[config.mk]
export PLATFORM = sky130hd
export DESIGN_NAME = dsp48a1_mac_sequencer
export DESIGN_NICKNAME = d
export VERILOG_FILES = /design/src/rtl/dsp48a1_pkg.sv /design/src/rtl/dsp48a1_mac_sequencer.sv
export SDC_FILE = /design/constraint.sdc
export NUM_CORES = 1
export LEC_CHECK = 0
export BUFFER_PORTS_ARGS = -buffer_cell sky130_fd_sc_hd__buf_2
export CAP_MARGIN = 10
export CORE_MARGIN = 1
export CORE_UTILIZATION = 41
export CTS_BUF_LIST = sky130_fd_sc_hd__clkbuf_4 sky130_fd_sc_hd__clkbuf_8
export DETAILED_ROUTE_END_ITERATION = 7
export PLACE_DENSITY_LB_ADDON = 0.25
export SYNTH_ARGS = -nofsm -noshare
export SYNTH_HDL_FRONTEND = slang
export SYNTH_SLANG_ARGS = --single-unit
[constraint.sdc]
create_clock -name clk -period 1.77 [get_ports clk]
set_input_delay 0.0885 -clock clk [delete_from_list [all_inputs] [get_ports clk]]
set_output_delay 0.0885 -clock clk [all_outputs]
set_load 0.05 [all_outputs]
[src/rtl/dsp48a1_pkg.sv]
// Shared constants and state encoding for the DSP48A1 multiply-accumulate sequencer.
package dsp48a1_pkg;

    localparam logic [7:0] OP_M_ONLY   = 8'b0000_0001;
    localparam logic [7:0] OP_P_PLUS_M = 8'b0000_1001;
    localparam logic [7:0] OP_P_HOLD   = 8'b0000_1000;

    // Cycles between the last operand accept and P being final (OPMODE/M, P, capture).
    localparam int DRAIN_CYCLES = 3;

    typedef enum logic [1:0] {
        IDLE,
        RUN,
        DRAIN,
        DONE
    } state_t;

endpackage

[src/rtl/dsp48a1_mac_sequencer.sv]
// Drives one DSP48A1 slice as a dot-product engine: streams operand pairs, issues
// pipeline-aligned OPMODE and captures the accumulated P as the job result.
//
// state | meaning
// IDLE  | waiting for start
// RUN   | accepting operand pairs, remaining count > 0
// DRAIN | last pair accepted, waiting for it to reach P
// DONE  | result valid for one cycle, a new start is accepted here
module dsp48a1_mac_sequencer
    import dsp48a1_pkg::*;
#(
    parameter int LEN_W = 10
) (
    input  logic             clk,
    input  logic             rst_n,
    input  logic             start,
    input  logic [LEN_W-1:0] len,
    input  logic             in_valid,
    output logic             in_ready,
    input  logic [17:0]      in_a,
    input  logic [17:0]      in_b,
    output logic [17:0]      dsp_a,
    output logic [17:0]      dsp_b,
    output logic [7:0]       dsp_opmode,
    output logic             dsp_rst,
    input  logic [47:0]      dsp_p,
    output logic [47:0]      result,
    output logic             result_valid,
    output logic             busy
);

    localparam logic [1:0] DRAIN_LOAD = 2'(DRAIN_CYCLES - 1);

    state_t           state_q, state_d;
    logic [LEN_W-1:0] rem_q, rem_d;
    logic             first_q, first_d;
    logic [1:0]       drain_q, drain_d;
    logic [7:0]       op_q, op_d;
    logic [47:0]      result_q, result_d;
    logic             result_valid_q, result_valid_d;
    logic             dsp_rst_q, dsp_rst_d;
    logic             accept;

    always_ff @(posedge clk or negedge rst_n) begin
        if (!rst_n) begin
            state_q        <= IDLE;
            rem_q          <= '0;
            first_q        <= 1'b0;
            drain_q        <= '0;
            op_q           <= OP_P_HOLD;
            result_q       <= '0;
            result_valid_q <= 1'b0;
            dsp_rst_q      <= 1'b1;
        end else begin
            state_q        <= state_d;
            rem_q          <= rem_d;
            first_q        <= first_d;
            drain_q        <= drain_d;
            op_q           <= op_d;
            result_q       <= result_d;
            result_valid_q <= result_valid_d;
            dsp_rst_q      <= dsp_rst_d;
        end
    end

    assign in_ready = (state_q == RUN) && (rem_q != '0);
    assign accept   = in_valid && in_ready;

    always_comb begin
        state_d        = state_q;
        rem_d          = rem_q;
        first_d        = first_q;
        drain_d        = drain_q;
        result_d       = result_q;
        result_valid_d = 1'b0;
        dsp_rst_d      = 1'b0;
        op_d           = OP_P_HOLD;

        // X=0 on bubbles masks whatever the M register holds.
        if (accept) begin
            op_d = first_q ? OP_M_ONLY : OP_P_PLUS_M;
        end

        case (state_q)
            IDLE, DONE: begin
                state_d = IDLE;
                if (start) begin
                    if (len == '0) begin
                        state_d        = DONE;
                        result_d       = '0;
                        result_valid_d = 1'b1;
                    end else begin
                        state_d = RUN;
                        rem_d   = len;
                        first_d = 1'b1;
                    end
                end
            end
            RUN: begin
                if (accept) begin
                    first_d = 1'b0;
                    rem_d   = rem_q - LEN_W'(1);
                    if (rem_q == LEN_W'(1)) begin
                        state_d = DRAIN;
                        drain_d = DRAIN_LOAD;
                    end
                end
            end
            DRAIN: begin
                if (drain_q == '0) begin
                    state_d        = DONE;
                    result_d       = dsp_p;
                    result_valid_d = 1'b1;
                end else begin
                    drain_d = drain_q - 2'd1;
                end
            end
            default: state_d = IDLE;
        endcase
    end

    assign busy         = (state_q == RUN) || (state_q == DRAIN);
    assign dsp_a        = in_a;
    assign dsp_b        = in_b;
    assign dsp_opmode   = op_q;
    assign dsp_rst      = dsp_rst_q;
    assign result       = result_q;
    assign result_valid = result_valid_q;

endmodule
== After elaboration in Yosys (flattened, before gate mapping) ==
Index checks and enable logic that the tools add are counted.
W data, S select, Z words.

* $add $sub $neg: 2
* Eq/ne operators: 11
* Muxes and demuxes: 26
* Reductions and logical operators: 15

{| class="wikitable"
|+ Operator list
! kind !! number
|-
| $mux W48 || 3
|-
| $pmux W48 S2 || 1
|-
| $mux W10 || 3
|-
| $pmux W10 S2 || 1
|-
| $mux W2 || 6
|-
| $ne A2 B2 Y1 const B || 6
|-
| $reduce_and A4 Y1 || 3
|-
| $eq A10 B1 Y1 const B || 1
|-
| $logic_not A10 Y1 || 1
|-
| $reduce_bool A10 Y1 || 1
|-
| $sub A10 B1 Y10 const B || 1
|-
| $mux W8 || 1
|-
| $mux W1 || 6
|-
| $pmux W2 S3 || 1
|-
| $reduce_bool A2 Y1 || 3
|-
| $eq A2 B2 Y1 const B || 2
|-
| $logic_not A2 Y1 || 2
|-
| $mux W4 || 1
|-
| $pmux W1 S2 || 2
|-
| $pmux W2 S2 || 1
|-
| $reduce_and A3 Y1 || 1
|-
| $eq A2 B1 Y1 const B || 1
|-
| $logic_and A1 B1 Y1 || 2
|-
| $ne A2 B1 Y1 const B || 1
|-
| 3 further kinds || 3
|}

* Register bits: 73
* Word-level logic and storage cells: 62

== Depth between registers and ports, before layout ==
Gate-level depths: netlist of run 1.

* Depth in word-level cells: 5
* Depth in mapped cells: 8

== Worst setup path before layout of run 1 ==
No wires, ideal clock.

* Kind: flip-flop to flip-flop
* Start: reg rem_q[0]
* End: reg op_q[0], in the netlist dsp_opmode[0]
* Arrival time: 1978 ps
* Slack: -332 ps
* Cell stages (with the launch flop): 7
* Path buffers: 1
* Cell sequence: dfrtp_1 -> inv_1 -> ha_1 -> or3b_2 -> clkbuf_1 -> o31a_1 -> and2_1

* Cells in the longest elaborated chain, start to end: 4

{| class="wikitable"
|+ Ends and longest elaborated chain
! item !! line !! source
|-
| start, declared || dsp48a1_mac_sequencer.sv:35 || <nowiki>logic [LEN_W-1:0] rem_q, rem_d;</nowiki>
|-
| start signal, assigned || dsp48a1_mac_sequencer.sv:56 || <nowiki>rem_q <= rem_d;</nowiki>
|-
| $reduce_bool A10 Y1 || dsp48a1_mac_sequencer.sv:66 || <nowiki>assign in_ready = (state_q == RUN) && (rem_q != '0);</nowiki>
|-
| $logic_and A1 B1 Y1 || dsp48a1_mac_sequencer.sv:66 ||
|-
| net in_ready || dsp48a1_mac_sequencer.sv:19 || <nowiki>output logic in_ready,</nowiki>
|-
| $logic_and A1 B1 Y1 || dsp48a1_mac_sequencer.sv:67 || <nowiki>assign accept = in_valid && in_ready;</nowiki>
|-
| net accept || dsp48a1_mac_sequencer.sv:42 || <nowiki>logic accept;</nowiki>
|-
| $mux W8 || dsp48a1_mac_sequencer.sv:80 || <nowiki>if (accept) begin</nowiki>
|-
| end signal, assigned || dsp48a1_mac_sequencer.sv:59 || <nowiki>op_q <= op_d;</nowiki>
|-
| end, declared || dsp48a1_mac_sequencer.sv:38 || <nowiki>logic [7:0] op_q, op_d;</nowiki>
|}

The timed path passes the listed nets, and every way through them passes these cells.
A chain may end at the register's enable or synchronous reset.

== Final worst setup path of run 1 ==
* Start: reg state_q[1]
* End: reg result_q[39], in the netlist result[39]

* Cells in the longest elaborated chain, start to end: 4

{| class="wikitable"
|+ Ends and longest elaborated chain
! item !! line !! source
|-
| start, declared || dsp48a1_mac_sequencer.sv:34 || <nowiki>state_t state_q, state_d;</nowiki>
|-
| start signal, assigned || dsp48a1_mac_sequencer.sv:55 || <nowiki>state_q <= state_d;</nowiki>
|-
| $eq A2 B2 Y1 / $logic_not A2 Y1 (equally long branches) || dsp48a1_mac_sequencer.sv:84 || <nowiki>case (state_q)</nowiki>
|-
| $reduce_or A2 Y1 || dsp48a1_mac_sequencer.sv:84 ||
|-
| $ne A2 B2 Y1 (no source line) / $reduce_bool A2 Y1 (equally long branches) || -- ||
|-
| $reduce_and A4 Y1 (no source line) || -- ||
|-
| end signal, assigned || dsp48a1_mac_sequencer.sv:60 || <nowiki>result_q <= result_d;</nowiki>
|-
| end, declared || dsp48a1_mac_sequencer.sv:39 || <nowiki>logic [47:0] result_q, result_d;</nowiki>
|}

Several ways; a longest one is shown, not always the timed one.

==> results of run 1 <==
[what timing repair did]
item	CTS	global route
pin swaps	47	10
setup buffers	18	5
hold buffers	49	0
gates resized for setup	52	7
endpoints found under the hold margin	113	0
gates cloned	8	0
endpoints found under the setup margin	63	65
[logic make-up after synthesis]
kind of cell               count (synthesis)
AOI/OAI and AO/OA                         96
adders and majority gates                  6
buffers and inverters                     77
DFF                                       67
muxes                                      3
other                                      1
and+or+nand+nor                           57
[metal layers]
layer	routed length, um	vias to the layer above	global-route usage [%]	share of wire [%]
met5	0	-	0	0
met4	159	0	7.95	1.6
met3	648	20	4.80	6.3
met2	4980	126	40.0	49
met1	4440	1584	29.4	43
li1	-	1472	-	-
[state kept, by name (all words and copies together) (netlist names)]
name / flops
drain_q: 2
dsp_opmode: 2
dsp_rst: 1
first_q: 1
rem_q: 10
result: 48
result_valid: 1
state_q: 2
[final timing paths]
kind | to | start | cells past startpoint
setup / recovery | result[39]$_DFFE_PN0P_ | state_q[1]$_DFFE_PN0P_ | 9
hold / removal | dsp_opmode[0]$_DFF_PN0_ | in_valid | 2
setup reg to reg | result[39]$_DFFE_PN0P_ | state_q[1]$_DFFE_PN0P_ | 9
hold reg to reg | dsp_opmode[3]$_DFF_PN1_ | first_q$_DFFE_PN0P_ | 1
max in group asynchronous | dsp_rst$_DFF_PN1_ | rst_n | 3
min in group asynchronous | result[28]$_DFFE_PN0P_ | rst_n | 3
[report_power, final]
group	total [mW]	internal [mW]	leakage, nW	switching [mW]
Sequential	2.45	2.13	0.887	0.321
Combinational	7.72	3.38	1.69	4.34
Clock	1.48	0.847	0.117	0.631
[cells in the mapped netlist (2+ instances only)]
master / instances
a21oi_1: 5
a22o_1: 48
a31oi_1: 4
a41o_1: 2
a41oi_1: 2
a41oi_2: 4
and2_1: 2
and3_1: 3
and4_1: 2
buf_2: 3
buf_4: 45
buf_6: 4
clkbuf_1: 9
dfrtp_1: 65
dfstp_2: 2
ha_1: 6
inv_1: 16
mux2i_1: 2
nand2_1: 9
nand2b_1: 5
nand3_1: 2
nand4_1: 5
nor2_1: 5
nor2b_1: 9
nor3_1: 3
nor4_1: 4
o211ai_1: 6
o21ai_0: 4
o311a_1: 3
o31ai_1: 3
o41a_1: 2
or3_1: 3
[worst max-delay path, stage by stage, from the launching register on]
cell and delay (ps):
dfrtp_1 420, ha_4 290, buf_8 100, clkinvlp_4 70
a41o_1 240, buf_6 130, o211ai_4 150, buf_6 200
buf_16 120, a22o_1 140
[cell usage in the layout (no fill, tap or decap), types with 3 or more instances in the layout]
cell / instances
conb_1: 7
buf_4: 47
buf_6: 12
nor2_1: 5
buf_2: 113
o311a_1: 3
a22o_1: 48
inv_1: 11
dlygate4sd3_1: 49
and3_1: 3
nor2b_1: 9
buf_12: 5
a41oi_2: 6
clkbuf_8: 10
nand2_1: 9
a31oi_1: 4
a21oi_1: 4
ha_4: 4
buf_16: 3
inv_2: 4
buf_8: 4
nor4_1: 4
dfrtp_1: 65
nand4_1: 5
o21ai_0: 3
nand2b_1: 5
o211ai_1: 6
[per-stage QoR]
step           hold WS (ps)  worst slack (ps)  power [mW]  TNS, ps  instance area, um^2
3_5_place_dp            134              -336        8.14    -9780                 4150
6_report               52.3              -142        11.6    -5580                 5360
4_1_cts                39.5              -154        11.5    -5560                 5390
5_1_grt                48.2              -219        12.2    -9810                 5360
2_1_floorplan          -207              -199        6.73    -7440                 3540
3_3_place_gp            135              -303        8.07    -8570                 4150
[cell type report]
| class | count | area (um^2) |
|---|---|---|
| clock buffers | 10 | 138 |
| repair buffers | 233 | 1790 |
| multi-input cells | 169 | 1470 |
| flip-flops and latches | 67 | 1680 |
| well taps | 105 | 131 |
| fillers | 595 | 2810 |
| inverters | 16 | 63.8 |
| clock inverters | 6 | 95.1 |
==> flow_summary_export.csv, run 1 <==
group,metric,value,unit
run_status,status,"finished, violations left",
run_status,violations,"DRC, setup timing",
timing,skew,10.0,ps
route,drtPass1Iterations,6,
timing,worst_slew_pin_slew,612,ps
global_routing,overflow,0,
setup_path,regToRegSetupSlack,-140,ps
synth,synth_mux_area_share,0.909,%
clock_network,clk_pin_slew,70,ps
timing,rsz0062_at_grt,"true",
timing,setup_viol,58,
timing,finalHoldViolations,0,
die,dieHeight,93.6,um
layout,areaGrowthSynthToFinish,55.8,%
synth,yosysSeqAreaShare,48.8,%
synth,synth_area_leader_cell,"dfrtp_1",
synth,synth_area_per_cell,11.2,um^2
layout,nNetsFinal,600,
global_routing,antenna_found_initial,0,
timing,postLayoutSetupSlackWorst,-142,ps
hold_path,min_path_type,"in -> reg",
die,fp.coreArea,8180,um^2
synth,synth_compound_area_share,24.3,%
synth,ys.flop_type,"dfrtp_1",
clock_network,clockBufferDepth,2,
setup_path,worstPathRequired,2040,ps
global_routing,grt_pass1_vias,3169,
timing,period_minus_slack,1910,ps
synth,synth-simple-area-share,9.45,%
place,dp.cells,515,
place,dp_hpwl,5800,um
place,port_buffers,115,
setup_path,startpoint_type,"flop",
layout,instances_no_fill,606,
die,io_pins,194,
clock_network,cts_tree,"built",
route,drc,1,
synth,synth_xor_area_share,0,%
setup_path,arrival,2180,ps
setup_path,worstPathMaxFanout,7,
synth,async_reset_ff_share,100,%
synth,synth_top_family_by_area,"compound AO/OA/AOI/OAI gates",
setup_path,worstSetupPathType,"reg -> reg",
clock_network,clockRootBuffer,"clkbuf_8",
global_routing,grt_start_max_net_pins,68,
die,die_w,93.6,um
synth,syn_area,3440,um^2
layout,n_antenna_cell,0,
power,p_leak,2.69,nW
global_routing,grt_pass1_wl,15800,um
route,drt_iter0_markers,139,
power,ir_worst_vdd,1.35,mV
synth,yosys.cell_types.count,52,
route,viasPerCell,5.28,
timing,drv_slew,0,
synth,synth_fa_ha_area_share,2.18,%
clock_network,cts_made_buffers,9,
route,antenna_left,0,
job,maxCapViolCount,0,
die,core.rowCount,33,
route,wl_per_cell,16.9,um
timing,fmax,523,MHz
clock_network,clkLatencyLatePin,340,ps
place,gp_congestion,0.781,
layout,post-route-util,65.6,%
global_routing,grt_usage,23.4,%
die,dieArea,8770,um^2
synth,ys_ff_latch,67,
power,p_per_area,2170,nW/um^2
synth,synthTopCellsByArea,"dfrtp_1 47%, a22o_1 12%, buf_4 9.8%",
layout,drive_gt1_share,47.3,%
route,drt_wl_total,10200,um
setup_path,critPathCaptureType,"flop",
timing,finalCritPeriodShare,108,%
synth,synth_edf_count,0,
synth,yosys.area.top_type_share,47.3,%
route,via_count,3202,
clock_network,htreeDepth,3,
synth,synth_warnings,0,
synth,syn_inst,307,
clock_network,cts.sinks,67,
timing,relSlewSlack,58.8,%
die,start_util,42.1,%
Note: power is estimated with default switching activity, not from simulation.
==> run 2, diff against run 1 <==
--- a/config.mk
+++ b/config.mk
@@ -15,3 +15,4 @@
 export SYNTH_ARGS = -nofsm -noshare
 export SYNTH_HDL_FRONTEND = slang
 export SYNTH_SLANG_ARGS = --single-unit
+export TNS_END_PERCENT = 30
==> run 2 against run 1 <==
Effect of this change:
- total power is 12% lower
- critical path depth is 3 lower
- die area stayed put
- the run ends with setup timing left
- via count is 3.5% lower
- cell count is 2.3% lower
- routed wire length is 4.8% lower
- register-to-register slack worse by 40 ps
- combinational power is 16% lower
- non-clock buffer count is 16 lower
- clock skew is 1.5 ps higher
- worst setup slack worse by 80 ps
- critical endpoint is now in_ready
==> flow_summary_export.csv, run 2 (same netlist as run 1, synthesis figures left out) <==
group,metric,value,unit
run_status,status,"finished, violations left",
run_status,violations,"setup timing",
layout,largest_reg_flops,48,
global_routing,grt_pass1_wl,14700,um
route,viasPerCell,5.22,
timing,finalHoldViolations,0,
setup_path,slowest_delay,400,ps
place,place_ws,-315,ps
timing,setup_viol,22,
clock_network,htreeDepth,3,
layout,layout_common_cells,"115 x buf_2, 65 x dfrtp_1, 49 x dlygate4sd3_1",
global_routing,grt_pass1_vias,2978,
global_routing,grt_start_max_net_pins,68,
hold_path,hold_path_end,"dsp_opmode[0]$_DFF_PN0_",
global_routing,busiest_layer,"met2",
hold_path,hold_depth,2,
power,ir_worst_vdd,0.941,mV
layout,post-route-util,62.6,%
setup_path,regToRegSetupSlack,-180,ps
job,maxCapViolCount,0,
setup_path,critPathCaptureType,"output pin",
power,p_per_area,2000,nW/um^2
power,p_leak,2.61,nW
setup_path,worstPathMaxFanout,2,
die,io_pins,194,
setup_path,worstPathRequired,1680,ps
global_routing,antenna_found_initial,0,
die,die_w,93.6,um
clock_network,cts_made_buffers,9,
setup_path,cp_cell_sequence,"inv_2 > ha_4 > or3b_4 > buf_6 > o31a_4 > buf_8",
clock_network,clockBufferDepth,2,
route,drt_wl_total,9740,um
clock_network,cts_tree,"built",
die,fp.coreArea,8180,um^2
timing,whs,38.2,ps
layout,drive_gt1_share,45.6,%
setup_path,reg2regPathDepth,10,
layout,n_fill_cell,634,
die,dieHeight,93.6,um
hold_path,min-delay-start,"in_valid",
global_routing,grtUsageMet2,35.5,%
global_routing,grt_usage,21.8,%
place,placedInstanceArea,4100,um^2
layout,areaGrowthSynthToFinish,48.6,%
timing,fmax,502,MHz
route,via_count,3089,
place,gp_congestion,0.773,
timing,finalCritPeriodShare,113,%
setup_path,arrival,1900,ps
route,drt_iter0_markers,117,
global_routing,grt_use_met1,28.2,%
clock_network,clockRootBuffer,"clkbuf_8",
timing,postLayoutSetupSlackWorst,-223,ps
layout,layout_commonest_cell,"buf_2",
route,drtPass1Iterations,6,
setup_path,worstSetupPathType,"reg -> out",
setup_path,rr_startpoint,"rem_q[1]$_DFFE_PN0P_",
layout,n_antenna_cell,0,
clock_network,clkLatencyLatePin,340,ps
setup_path,crit_slowest_cell,"dfrtp_1",
place,port_buffers,115,
place,dp_hpwl,5710,um
setup_path,rr_endpoint,"rem_q[2]$_DFFE_PN0P_",
hold_path,min_path_type,"in -> reg",
timing,rsz0062_at_grt,"true",
die,core.rowCount,33,
clock_network,cts.sinks,67,
timing,drv_slew,0,
die,start_util,42.1,%
clock_network,clk_pin_slew,80,ps
layout,nNetsFinal,586,
power,total_power,10.2,mW
global_routing,use_met3,5.69,%
global_routing,overflow,0,
setup_path,startpoint_type,"flop",
layout,final_area,5110,um^2
timing,skew,11.5,ps
die,dieArea,8770,um^2
route,drc,0,
route,wl_per_cell,16.5,um
timing,period_minus_slack,1990,ps
route,antenna_left,0,
==> run 2: cell types whose count changed in the layout (fill, tap and decap cells not counted), sizes merged <==
cell    delta
inv        -1
bufinv     -1
and2       +2
buf       -16
clkbuf     -1
clkinv     +3
==> run 2: per-stage QoR <==
| step | instances | TNS (ps) |
|---|---|---|
| finish | 592 | -2300 |
| global route | 592 | -4860 |
| CTS | 585 | -1160 |
| detailed placement | 511 | -13840 |
| global placement | 511 | -11380 |
| floorplan | 313 | -8480 |
==> run 2: cell type report <==
class                           count  area, um^2  share of cell area [%]
Sequential cell                    67        1680                    32.8
Clock inverter                      7        77.6                    1.52
Timing Repair Buffer              217        1540                    30.1
Tap cell                          105         131                    2.57
Clock buffer                        9         124                    2.42
Multi-Input combinational cell    171        1500                    29.4
Inverter                           16        63.8                    1.25
==> run 2: metal layers <==
metal	vias to the layer above	share of wire, %
li1	1447	-
met2	134	48
met5	-	0
met4	0	1.2
met3	17	7.3
met1	1491	43
==> run 2: how the worst max path moves through the flow <==
stage | from | endpoint | slack [ps]
after detailed placement | state_q[1]$_DFFE_PN0P_ | rem_q[1]$_DFFE_PN0P_ | -320
after global placement | state_q[0]$_DFFE_PN0P_ | result[29]$_DFFE_PN0P_ | -200
after CTS | rem_q[0]$_DFFE_PN0P_ | in_ready | -240
after global routing | rem_q[1]$_DFFE_PN0P_ | in_ready | -290
final | rem_q[1]$_DFFE_PN0P_ | in_ready | -220
after floorplan | state_q[0]$_DFFE_PN0P_ | result[27]$_DFFE_PN0P_ | -200
==> run 2: report_power, final <==
group	switching, mW	internal, mW
registers	0.317	2.13
clock network	0.627	0.662
logic	4.00	2.47
total	4.95	5.26
==> run 2: repair_timing <==
item                                    CTS  global route
pin swaps                                 8            14
resized for setup                        26            16
buffers inserted                          7             7
endpoints found under the setup margin   67            29
hold buffers                             49             0
cloned                                    3             0
hold endpoints to repair                113             0
==> run 2: critical path: cells and delay by family, from the launching register on <==
kind / cells / cell delay (ps)
flops: 1 / 400
simple gates: 1 / 390
buf+inv: 3 / 360
compound gates: 1 / 280
fa+ha+maj: 1 / 130
==> run 3, diff against run 2 <==
--- a/config.mk
+++ b/config.mk
@@ -12,6 +12,8 @@
 export CTS_BUF_LIST = sky130_fd_sc_hd__clkbuf_4 sky130_fd_sc_hd__clkbuf_8
 export DETAILED_ROUTE_END_ITERATION = 7
 export PLACE_DENSITY_LB_ADDON = 0.25
+export REMOVE_ABC_BUFFERS = 1
+export SLEW_MARGIN = 10
 export SYNTH_ARGS = -nofsm -noshare
 export SYNTH_HDL_FRONTEND = slang
 export SYNTH_SLANG_ARGS = --single-unit
==> run 3 against run 2 <==
Effect of this change:
- the run still ends with setup timing left
- largest power group unchanged
- highest routed layer is now met5
- clock skew decreased by 3.1 ps
- flip-flop and latch count unchanged
- worst setup slack better by 74 ps
- combinational power up 1%
==> flow_summary_export.csv, run 3 (same netlist as run 1, synthesis figures left out) <==
group,metric,value,unit
layout,instances_no_fill,592,
timing,period_minus_slack,1920,ps
route,antenna_left,0,
clock_network,clkLatencyLatePin,340,ps
place,port_buffers,115,
setup_path,rr_startpoint,"rem_q[5]$_DFFE_PN0P_",
setup_path,startpoint_type,"flop",
setup_path,worstSetupPathType,"reg -> reg",
layout,layout_commonest_cell,"buf_2",
global_routing,grt_pass1_vias,3032,
setup_path,worstPathMaxFanout,4,
route,drc,0,
layout,largest_reg_flops,48,
timing,finalCritPeriodShare,108,%
route,viasPerCell,5.28,
power,power.switching,4.98,mW
timing,whs,52.2,ps
setup_path,rr_endpoint,"state_q[1]$_DFFE_PN0P_",
die,start_util,42.1,%
layout,nNetsFinal,586,
job,maxCapViolCount,0,
place,dp.cells,516,
global_routing,grt_pass1_wl,15500,um
place,dp_hpwl,7100,um
setup_path,arrival,2150,ps
setup_path,worstPathRequired,2000,ps
power,seqPwrFrac,23.4,%
layout,areaGrowthSynthToFinish,51.9,%
layout,n_antenna_cell,0,
place,place_ws,-347,ps
setup_path,regToRegSetupSlack,-150,ps
die,io_pins,194,
power,intPower,5.64,mW
layout,drive_gt1_share,45.4,%
global_routing,antenna_found_initial,0,
power,total_power,10.6,mW
clock_network,clk_pin_slew,80,ps
timing,postLayoutSetupSlackWorst,-149,ps
power,p_clk_share,14.9,%
timing,rsz0062_at_grt,"true",
power,p_sw_share,46.9,%
hold_path,min_path_type,"in -> reg",
layout,layout_common_cells,"114 x buf_2, 64 x dfrtp_1, 49 x dlygate4sd3_1",
timing,fmax,521,MHz
die,die_w,93.6,um
setup_path,startpoint,"rem_q[5]$_DFFE_PN0P_",
global_routing,grt_start_max_net_pins,68,
timing,drv_slew,0,
route,drtPass1Iterations,4,
power,ir_worst_vdd,1.41,mV
timing,finalHoldViolations,0,
timing,relSlewSlack,49.2,%
global_routing,overflow,0,
power,share_comb_of_total_power,61.7,%
route,via_count,3123,
setup_path,slowest_delay,500,ps
timing,skew,8.40,ps
power,p_leak,2.63,nW
route,drt_iter0_markers,98,
layout,post-route-util,63.9,%
clock_network,cts_tree,"built",
run_status,status,"finished, violations left",
die,dieArea,8770,um^2
place,gp_congestion,0.825,
die,core.rowCount,33,
die,fp.coreArea,8180,um^2
global_routing,grt_usage,23.9,%
route,drt_wl_total,10800,um
setup_path,reg2regPathDepth,4,
clock_network,htreeDepth,3,
power,p_per_area,2030,nW/um^2
setup_path,critPathCaptureType,"flop",
clock_network,clockBufferDepth,2,
die,dieHeight,93.6,um
clock_network,clockRootBuffer,"clkbuf_8",
timing,worst_slew_pin_slew,754,ps
clock_network,cts.sinks,67,
route,wl_per_cell,18.2,um
timing,setup_viol,60,
setup_path,crit_slowest_cell,"o41a_1",
clock_network,cts_made_buffers,9,
run_status,violations,"setup timing",
setup_path,cp_cell_sequence,"or3_4 > o41a_1 > nor2_2 > mux2_4",
setup_path,cp-endpoint,"state_q[1]$_DFFE_PN0P_",
==> run 3: cell types whose count changed in the layout (fill, tap and decap cells not counted), sizes merged <==
cell	change
clkbuf	+4
and2	-2
bufinv	+2
clkinv	-2
buf	-1
clkinvlp	-1
==> run 3: power by group through the flow <==
stage | Clock (mW) | Combinational [mW] | Sequential (mW)
after floorplan | 0 | 2.10 | 3.98
after global placement | 0 | 5.59 | 2.43
after detailed placement | 0 | 5.65 | 2.46
after CTS | 1.61 | 6.07 | 2.45
after global routing | 1.68 | 6.94 | 2.55
final | 1.58 | 6.56 | 2.48
==> run 3: final cells by class <==
cell class	count	area (um^2)
clock buffer	10	138
clock inverter	6	113
fill	617	2950
inverter	16	65.1
multi-input combinational	169	1470
sequential	67	1680
tap	105	131
timing repair buffer	219	1630
==> run 3: worst min-delay path by stage <==
stage,startpoint,to,slack [ps],depth (start not counted)
4_1_cts,start,result_valid$_DFF_PN0_,30,3
3_5_place_dp,rst_n,result[32]$_DFFE_PN0P_,140,2
6_report,start,result_valid$_DFF_PN0_,50,3
5_1_grt,in_valid,dsp_opmode[0]$_DFF_PN0_,50,2
2_1_floorplan,rst_n,drain_q[0]$_DFFE_PN0P_,-210,0
3_3_place_gp,rst_n,result[32]$_DFFE_PN0P_,140,2
==> run 3: routing by layer <==
metal,routed length [um],global-route usage (%),up-vias
met5,40,7.05,-
met4,190,7.56,2
met3,1140,12.3,18
met2,4680,35.2,160
met1,4750,29.7,1496
li1,-,-,1447
==> run 3: worst max-delay path, delay by kind of cell, from the launching register on <==
kind / cells / cell delay, ps
mux: 1 / 310
compound gates: 1 / 500
simple gates: 2 / 610
flops: 1 / 380
==> run 3: per-stage QoR <==
step                      cell area, um^2  setup TNS [ps]
after floorplan                      3030          -46730
after global placement               4140          -12410
after detailed placement             4140          -13920
after CTS                            5000           -2530
after global routing                 5230           -8760
final                                5230           -5920
==> run 3: repair_timing <==
item / CTS / global route
setup endpoints to repair: 66 / 63
gates resized for setup: 24 / 19
hold buffers: 49 / 0
pin swaps: 7 / 7
setup buffers: 3 / 5
endpoints found under the hold margin: 113 / 0
gates cloned: 0 / 3
